--- config.mk ---
export PLATFORM = sky130hd
export DESIGN_NAME = mem_port_arbiter
export DESIGN_NICKNAME = d
export VERILOG_FILES = /design/src/rtl/mem_port_arbiter.sv
export SDC_FILE = /design/constraint.sdc
export NUM_CORES = 1
export LEC_CHECK = 0
export BUFFER_PORTS_ARGS = -buffer_cell sky130_fd_sc_hd__buf_2
export CAP_MARGIN = 15
export CORE_MARGIN = 3
export CORE_UTILIZATION = 42
export DETAILED_ROUTE_END_ITERATION = 6
export MAX_ROUTING_LAYER = met4
export PLACE_DENSITY = 0.81
export SYNTH_ARGS = -nofsm -noshare
export SYNTH_HDL_FRONTEND = slang
export SYNTH_SLANG_ARGS = --single-unit
--- constraint.sdc ---
create_clock -name clk -period 2 [get_ports clk]
set_clock_uncertainty 0.05 [all_clocks]
set_input_delay 0.3 -clock clk [delete_from_list [all_inputs] [get_ports clk]]
set_output_delay 0.3 -clock clk [all_outputs]
set_load 0.1 [all_outputs]
--- src/rtl/mem_port_arbiter.sv ---
// Arbiter sharing one fixed-latency single-port memory between instruction fetch and data access.
// Define MEM_ARB_PERF_EN to add the stall-cycle performance counters.
module mem_port_arbiter #(
  parameter int unsigned AW         = 17,
  parameter int unsigned DW         = 32,
  parameter int unsigned LAT        = 2,
  parameter int unsigned STARVE_MAX = 4
) (
  input  logic          clk,
  input  logic          rst,
  input  logic          if_req,
  input  logic [AW-1:0] if_addr,
  input  logic          if_kill,
  output logic [DW-1:0] if_rdata,
  output logic          if_valid,
  output logic          if_stall,
  input  logic          dm_req,
  input  logic          dm_we,
  input  logic [2:0]    dm_width,
  input  logic [AW-1:0] dm_addr,
  input  logic [DW-1:0] dm_wdata,
  output logic [DW-1:0] dm_rdata,
  output logic          dm_valid,
  output logic          dm_stall,
  output logic          mem_req,
  output logic          mem_we,
  output logic [2:0]    mem_width,
  output logic [AW-1:0] mem_addr,
  output logic [DW-1:0] mem_wdata,
  input  logic [DW-1:0] mem_rdata
`ifdef MEM_ARB_PERF_EN
  ,
  output logic [31:0]   perf_if_stall_cnt,
  output logic [31:0]   perf_dm_stall_cnt
`endif
);

  localparam int unsigned CW = (LAT > 1) ? $clog2(LAT) : 1;
  localparam int unsigned SW = $clog2(STARVE_MAX + 1);
  // Fetches are always full words and carry no store data.
  localparam logic [2:0] FETCH_WIDTH = 3'b010;

  typedef enum logic [1:0] {IDLE, WAIT, RESP} state_t;

  state_t        state;
  logic          owner_dm;
  logic          owner_we;
  logic          kill_pend;
  logic [CW-1:0] cnt;
  logic [SW-1:0] starve_cnt;
  logic [AW-1:0] addr_q;
  logic [2:0]    width_q;
  logic [DW-1:0] wdata_q;

  logic if_live;
  logic grant;
  logic win_if;

  // Grant decision: DM first unless IF has been passed over STARVE_MAX times.
  always_comb begin
    if_live = if_req & ~if_kill;
    grant   = rst & (state == IDLE) & (dm_req | if_live);
    win_if  = if_live & (~dm_req | (starve_cnt == SW'(STARVE_MAX)));
  end

  // The strobe and the granted requester's fields go out in the grant cycle, then hold.
  assign mem_req   = grant;
  assign mem_we    = grant & ~win_if & dm_we;
  assign mem_addr  = grant ? (win_if ? if_addr : dm_addr) : addr_q;
  assign mem_width = grant ? (win_if ? FETCH_WIDTH : dm_width) : width_q;
  assign mem_wdata = grant ? (win_if ? '0 : dm_wdata) : wdata_q;

  assign if_stall = if_req & ~if_valid & ~if_kill;
  assign dm_stall = dm_req & ~dm_valid;

  always_ff @(posedge clk) begin
    if (!rst) begin
      state      <= IDLE;
      owner_dm   <= 1'b0;
      owner_we   <= 1'b0;
      kill_pend  <= 1'b0;
      cnt        <= '0;
      starve_cnt <= '0;
      addr_q     <= '0;
      width_q    <= '0;
      wdata_q    <= '0;
      if_rdata   <= '0;
      dm_rdata   <= '0;
      if_valid   <= 1'b0;
      dm_valid   <= 1'b0;
    end else begin
      if_valid <= 1'b0;
      dm_valid <= 1'b0;
      case (state)
        IDLE: begin
          kill_pend <= 1'b0;
          if (grant) begin
            state    <= WAIT;
            cnt      <= CW'(LAT - 1);
            owner_dm <= ~win_if;
            owner_we <= ~win_if & dm_we;
            addr_q   <= mem_addr;
            width_q  <= mem_width;
            wdata_q  <= mem_wdata;
            if (win_if) begin
              starve_cnt <= '0;
            end else if (if_live && (starve_cnt != SW'(STARVE_MAX))) begin
              starve_cnt <= starve_cnt + SW'(1);
            end
          end
        end
        WAIT: begin
          if (!owner_dm && if_kill) kill_pend <= 1'b1;
          if (cnt == '0) begin
            state <= RESP;
            if (owner_dm) begin
              dm_valid <= 1'b1;
              dm_rdata <= owner_we ? '0 : mem_rdata;
            end else if (!(kill_pend || if_kill)) begin
              if_valid <= 1'b1;
              if_rdata <= mem_rdata;
            end
          end else begin
            cnt <= cnt - CW'(1);
          end
        end
        RESP: begin
          // A kill this late finds the pulse already out; the flag is dropped in IDLE.
          if (!owner_dm && if_kill) kill_pend <= 1'b1;
          state <= IDLE;
        end
        default: state <= IDLE;
      endcase
    end
  end

`ifdef MEM_ARB_PERF_EN
  // Stall-cycle counters, free-running modulo 2^32.
  always_ff @(posedge clk) begin
    if (!rst) begin
      perf_if_stall_cnt <= '0;
      perf_dm_stall_cnt <= '0;
    end else begin
      perf_if_stall_cnt <= perf_if_stall_cnt + 32'(if_stall);
      perf_dm_stall_cnt <= perf_dm_stall_cnt + 32'(dm_stall);
    end
  end
`endif

endmodule
# Yosys cells after proc, flatten, opt, wreduce, memory -nomap -nowiden
# Index checks and enable logic that the tools add are counted.
# op_classes
n_addsub	2
n_mul	0
div_mod_pow	0
magnitude_cmp	0
n_eq_ne	7
n_shift	0
mux	19
bitwise	22
n_reduce_logical	18
# op_table
op	count
$mux W32	3
$mux W17	2
$mux W3	4
$and A1 B1 Y1	10
$not A1 Y1	10
$reduce_and A2 Y1	4
$reduce_and A3 Y1	2
$reduce_bool A2 Y1	3
$mux W1	5
$mux W2	2
$ne A2 B2 Y1 const B	2
$pmux W1 S2	2
$pmux W2 S2	1
$reduce_and A4 Y1	1
$reduce_or A4 Y1	1
$add A3 B1 Y3 const B	1
$eq A3 B3 Y1 const B	1
$ne A3 B3 Y1 const B	1
$reduce_or A3 Y1	1
$eq A2 B1 Y1 const B	1
$eq A2 B2 Y1 const B	1
$logic_and A1 B1 Y1	2
$logic_not A2 Y1	1
$ne A2 B1 Y1 const B	1
5 further kinds	6
# totals
regBits	127
latchBits	0
ram_bits	0
romBits	0
inputBits	107
mem_count	0

# Longest topological paths before layout
# logic_depth
ltp_word	6
depth_mapped	9
ltp_nobuf	7

# Least setup slack after synthesis
# No wires, ideal clock.
# synth_timing
kind	flip-flop to output port
start	reg state[0]
end	out mem_addr[10]
arrival_time_ns	2.980
required_ns	1.650
setup_slack_ns	-1.330
path_stages_with_launch	10
n_path_buf	2
cell_sequence	dfxtp_1 > inv_1 > ha_1 > nand2_1 > a21o_1 > buf_2 > inv_1 > buf_2 > nor2_1 > nor2_1
# synth_between
elab_chain_cells	4
# synth_rtl
item	line	source
start: declaration	45	state_t state;
start signal: assignment	78	state <= IDLE;
start signal: assignment	98	state <= WAIT;
start signal: assignment	115	state <= RESP;
$logic_not A2 Y1	62	grant = rst & (state == IDLE) & (dm_req | if_live);
$and A1 B1 Y1 (2 in a row)	62	
named net mem_req	25	output logic mem_req,
$mux W17	69	assign mem_addr = grant ? (win_if ? if_addr : dm_addr) : addr_q;
end: declaration	28	output logic [AW-1:0] mem_addr,
# The timed path passes the listed nets, and every way through them passes these cells.

# Worst setup path in the final report
# layout_timing
start	reg starve_cnt[0]
end	out mem_addr[8]
# layout_between
elab_chain_cells	5
# layout_rtl
item	line	source
start: declaration	50	logic [SW-1:0] starve_cnt;
start signal: assignment	108	starve_cnt <= starve_cnt + SW'(1);
$eq A3 B3 Y1	63	win_if = if_live & (~dm_req | (starve_cnt == SW'(STARVE_MAX)));
$or A1 B1 Y1	63	
$and A1 B1 Y1	63	
$mux W17 (2 in a row)	69	
# No other way between the ends.

==> impl_metrics.xml <==
<?xml version="1.0" encoding="UTF-8"?>
<metrics>
  <group name="finish">
    <metric name="seqCellArea" unit="um2">2550</metric>
    <metric name="layout-area-overhead-vs-synth" unit="%">91.9</metric>
    <metric name="filler_cell_count" unit="">547</metric>
    <metric name="finish.net_count" unit="">923</metric>
    <metric name="diodes" unit="">0</metric>
    <metric name="post-route-cell-area" unit="um2">9250</metric>
    <metric name="finalNonFillerCells" unit="">964</metric>
    <metric name="multiInputGateArea" unit="um2">3020</metric>
    <metric name="post-route-util" unit="%">83.9</metric>
    <metric name="drive_gt1_share" unit="%">58.4</metric>
  </group>
  <group name="setup_path">
    <metric name="crit_slowest_cell" unit="">sky130_fd_sc_hd__a211oi_4</metric>
    <metric name="cp.required" unit="ns">1.65</metric>
    <metric name="timing.critical_path.max_delay_family" unit="">compound AO/OA/AOI/OAI gates</metric>
    <metric name="timing.critical_path.from_type" unit="">flip-flop</metric>
    <metric name="series_of_cell_instances_along_the_critical_path" unit="">inv_2, ha_4, a21bo_4, buf_12, nand2_8, a211oi_4, nor2_4, buf_12</metric>
    <metric name="category_of_the_worst_setup_path_capture_point" unit="">output pin</metric>
    <metric name="reg2reg_to" unit="">starve_cnt[2]</metric>
    <metric name="max_stage_delay" unit="ns">0.45</metric>
    <metric name="regToRegSetupSlack" unit="ns">0</metric>
    <metric name="critical_path_buf_inv_count" unit="">3</metric>
    <metric name="cp_data_arrival_time" unit="ns">2.20</metric>
    <metric name="worst-setup-path-type" unit="">reg2out</metric>
    <metric name="crit_fanout" unit="">6</metric>
    <metric name="worst-r2r-cell-count" unit="">9</metric>
    <metric name="r2r_start" unit="">state[1]</metric>
    <metric name="timing.critical_path.mode_cell" unit="">sky130_fd_sc_hd__buf_12</metric>
  </group>
  <group name="die">
    <metric name="floorplan.initialDensity" unit="%">43.7</metric>
    <metric name="core-area" unit="um2">11000</metric>
    <metric name="std_cell_rows" unit="">38</metric>
    <metric name="fp.dieH" unit="um">113</metric>
    <metric name="ios" unit="">229</metric>
    <metric name="die_span_x" unit="um">113</metric>
    <metric name="full_die_area" unit="um2">12800</metric>
  </group>
  <group name="clock_network">
    <metric name="clock_tree.htree_level_count" unit="">4</metric>
    <metric name="postCtsHoldBufs" unit="">0</metric>
    <metric name="worst_setup_hold_path_clk_slew" unit="ns">0.07</metric>
    <metric name="clock_latency_at_the_later_pin_of_the_worst_skew_pair" unit="ns">0.42</metric>
    <metric name="cts_inserted_buffers" unit="">17</metric>
    <metric name="cts.sinks" unit="">127</metric>
    <metric name="cts_root_buffer" unit="">sky130_fd_sc_hd__clkbuf_16</metric>
    <metric name="clock_path_buffers" unit="">2</metric>
    <metric name="tritoncts" unit="">yes</metric>
  </group>
  <group name="routing">
    <metric name="drt_first_iter_violations" unit="">552</metric>
    <metric name="vias" unit="">5561</metric>
    <metric name="number_of_antenna_violating_nets_in_the_routed_design" unit="">0</metric>
    <metric name="post-route-drc-count" unit="">0</metric>
    <metric name="via_per_inst" unit="">5.77</metric>
    <metric name="drt_wl_cell" unit="um">23.3</metric>
    <metric name="postRouteWirelength" unit="um">22400</metric>
    <metric name="drtPass1Iterations" unit="">5</metric>
  </group>
  <group name="logic_synthesis">
    <metric name="synth-async-reset-ratio" unit="%">0</metric>
    <metric name="synth_edf_count" unit="">0</metric>
    <metric name="postSynthRegisterBits" unit="">127</metric>
    <metric name="synthDominantAreaCellType" unit="">sky130_fd_sc_hd__dfxtp_1</metric>
    <metric name="synth_instances" unit="">511</metric>
    <metric name="synthTopCellsByArea" unit="">sky130_fd_sc_hd__dfxtp_1 (53%), sky130_fd_sc_hd__a22o_1 (6.9%), sky130_fd_sc_hd__a22o_2 (5.8%)</metric>
    <metric name="yosys_most_used_dff" unit="">sky130_fd_sc_hd__dfxtp_1</metric>
    <metric name="netlist_area" unit="um2">4820</metric>
    <metric name="leading_cell_type_by_number_of_instances_after_synthesis" unit="">sky130_fd_sc_hd__dfxtp_1</metric>
    <metric name="synth_commonest_cells" unit="">sky130_fd_sc_hd__dfxtp_1 (127), sky130_fd_sc_hd__nand2_1 (70), sky130_fd_sc_hd__nor2_1 (43), sky130_fd_sc_hd__a21oi_1 (38), sky130_fd_sc_hd__a22o_1 (38)</metric>
    <metric name="ys_seq_area_share" unit="%">52.7</metric>
    <metric name="synth_fp_nets" unit="">623</metric>
    <metric name="yosysWarningCount" unit="">0</metric>
    <metric name="post_synth_num_cell_types" unit="">34</metric>
    <metric name="synth_top_area_share" unit="%">52.7</metric>
    <metric name="synthesis.area_per_instance" unit="um2">9.44</metric>
  </group>
  <group name="timing">
    <metric name="post-route-period-util" unit="%">128</metric>
    <metric name="max_clock_freq" unit="MHz">392</metric>
    <metric name="final_setup_viols" unit="">55</metric>
    <metric name="postLayoutSetupSlackWorst" unit="ns">-0.553</metric>
    <metric name="timing_hold_violations_final" unit="">0</metric>
    <metric name="rsz0062_at_grt" unit="">true</metric>
    <metric name="layout_min_cycle_time" unit="ns">2.55</metric>
    <metric name="final_max_slew_viol_count" unit="">0</metric>
    <metric name="relSlewSlack" unit="%">65.9</metric>
    <metric name="worst-slew-pin-transition" unit="ns">0.515</metric>
  </group>
  <group name="pwr">
    <metric name="ir_worst_vdd" unit="V">0.000917</metric>
    <metric name="power_density" unit="nW/um2">1250</metric>
    <metric name="leakage" unit="nW">4.12</metric>
  </group>
  <group name="hold_path">
    <metric name="hold_class" unit="">in2reg</metric>
    <metric name="timing.hold.worst.start" unit="">mem_rdata[3]</metric>
    <metric name="hold_end" unit="">dm_rdata[3]</metric>
    <metric name="worstHoldPathCells" unit="">2</metric>
  </group>
  <group name="flow_run">
    <metric name="max-cap-violations" unit="">0</metric>
  </group>
  <group name="placed_design">
    <metric name="globalplace.congestion" unit="">0.851</metric>
    <metric name="numPlacedInstances" unit="">874</metric>
    <metric name="place.detailed.hpwl" unit="um">11300</metric>
    <metric name="dpl_cell_area" unit="um2">7630</metric>
    <metric name="number_of_input_and_output_port_buffers_inserted" unit="">228</metric>
  </group>
  <group name="global_route">
    <metric name="grt_start_max_net_pins" unit="">37</metric>
    <metric name="grt-ovfl-total" unit="">0</metric>
    <metric name="grt_first_pass_wirelength" unit="um">29500</metric>
    <metric name="antenna_found_initial" unit="">0</metric>
    <metric name="grt_pass1_vias" unit="">5570</metric>
    <metric name="grt.total_usage" unit="%">30.6</metric>
  </group>
  <group name="run_status">
    <metric name="failed_checks" unit="">negative setup slack</metric>
    <metric name="run_status" unit="">complete, but fails checks</metric>
  </group>
</metrics>
-- kinds of logic after synthesis --
| group | count (synthesis) | synth area share [%] |
|---|---|---|
| compound gates | 134 | 21.9 |
| flops | 127 | 52.7 |
| mux | 1 | 0.208 |
| simple gates | 195 | 19.2 |
| fa+ha+maj | 5 | 1.30 |
| buf+inv | 49 | 4.62 |
-- layer usage --
metal  track usage, %  vias up  share of wire [%]
met1             31.6     2662                 37
met3             8.50      103                8.6
met5                -        -                  0
li1                 -     2403                  -
met2             52.5      393                 50
met4             16.7        0                4.8
-- power breakdown --
part	internal [mW]	switching (mW)
clock	1.90	1.20
sequential	2.76	0.157
combinational	1.94	3.57
total	6.60	4.93
-- worst max-delay path by stage --
stage          depth (start not counted)  slack (ns)           from            end
2_1_floorplan                          9       -0.13       state[1]   mem_addr[10]
3_3_place_gp                           5       -0.17       state[0]   dm_rdata[10]
3_5_place_dp                           5       -0.28       state[0]   dm_rdata[12]
4_1_cts                                9       -0.44       state[1]  mem_wdata[30]
5_1_grt                                8       -0.56  starve_cnt[0]    mem_addr[8]
6_report                               8       -0.55  starve_cnt[0]    mem_addr[8]
-- sequential cells by signal, indices dropped and copies added (netlist names), 2 cells and up --
register / count
state: 2
wdata_q: 32
width_q: 3
addr_q: 17
if_rdata: 32
starve_cnt: 3
dm_rdata: 32
-- placed cells by master, fill, tap and decap left out, drive strengths merged, types with 4 or more instances in the layout --
cell type	Yosys	layout
clkbuf	24	23
nor3	19	19
clkinv	0	5
a21oi	38	38
nor2	43	43
clkinvlp	0	5
nand2	70	73
a22o	66	66
ha	5	5
a211oi	18	18
and2	35	35
inv	9	10
and3	18	18
dfxtp	127	127
buf	16	311
nor2b	3	4
-- through the flow --
| stage | setup TNS (ns) | setup slack (ns) | hold slack (ns) | total power, mW |
|---|---|---|---|---|
| finish | -23.26 | -0.553 | 0.0576 | 11.5 |
| global route | -26.13 | -0.556 | 0.0535 | 11.8 |
| CTS | -21.54 | -0.444 | 0.0483 | 11.1 |
| detailed placement | -10.31 | -0.282 | 0.395 | 7.68 |
| global placement | -5.84 | -0.168 | 0.390 | 7.58 |
| floorplan | -0.623 | -0.130 | 0.376 | 6.25 |
-- area by class of cell --
type | count | share of cell area [%]
Multi-Input combinational cell | 341 | 32.6
Clock inverter | 13 | 1.50
Inverter | 9 | 0.446
Timing Repair Buffer | 315 | 31.1
Tap cell | 140 | 1.89
Sequential cell | 127 | 27.5
Clock buffer | 19 | 4.90
-- repair_timing --
action / CTS / global route
cloned: 7 / 6
setup buffers: 24 / 21
pin swaps: 28 / 37
endpoints found under the setup margin: 86 / 86
resized for setup: 58 / 37
(Power assumes the default switching activity.)
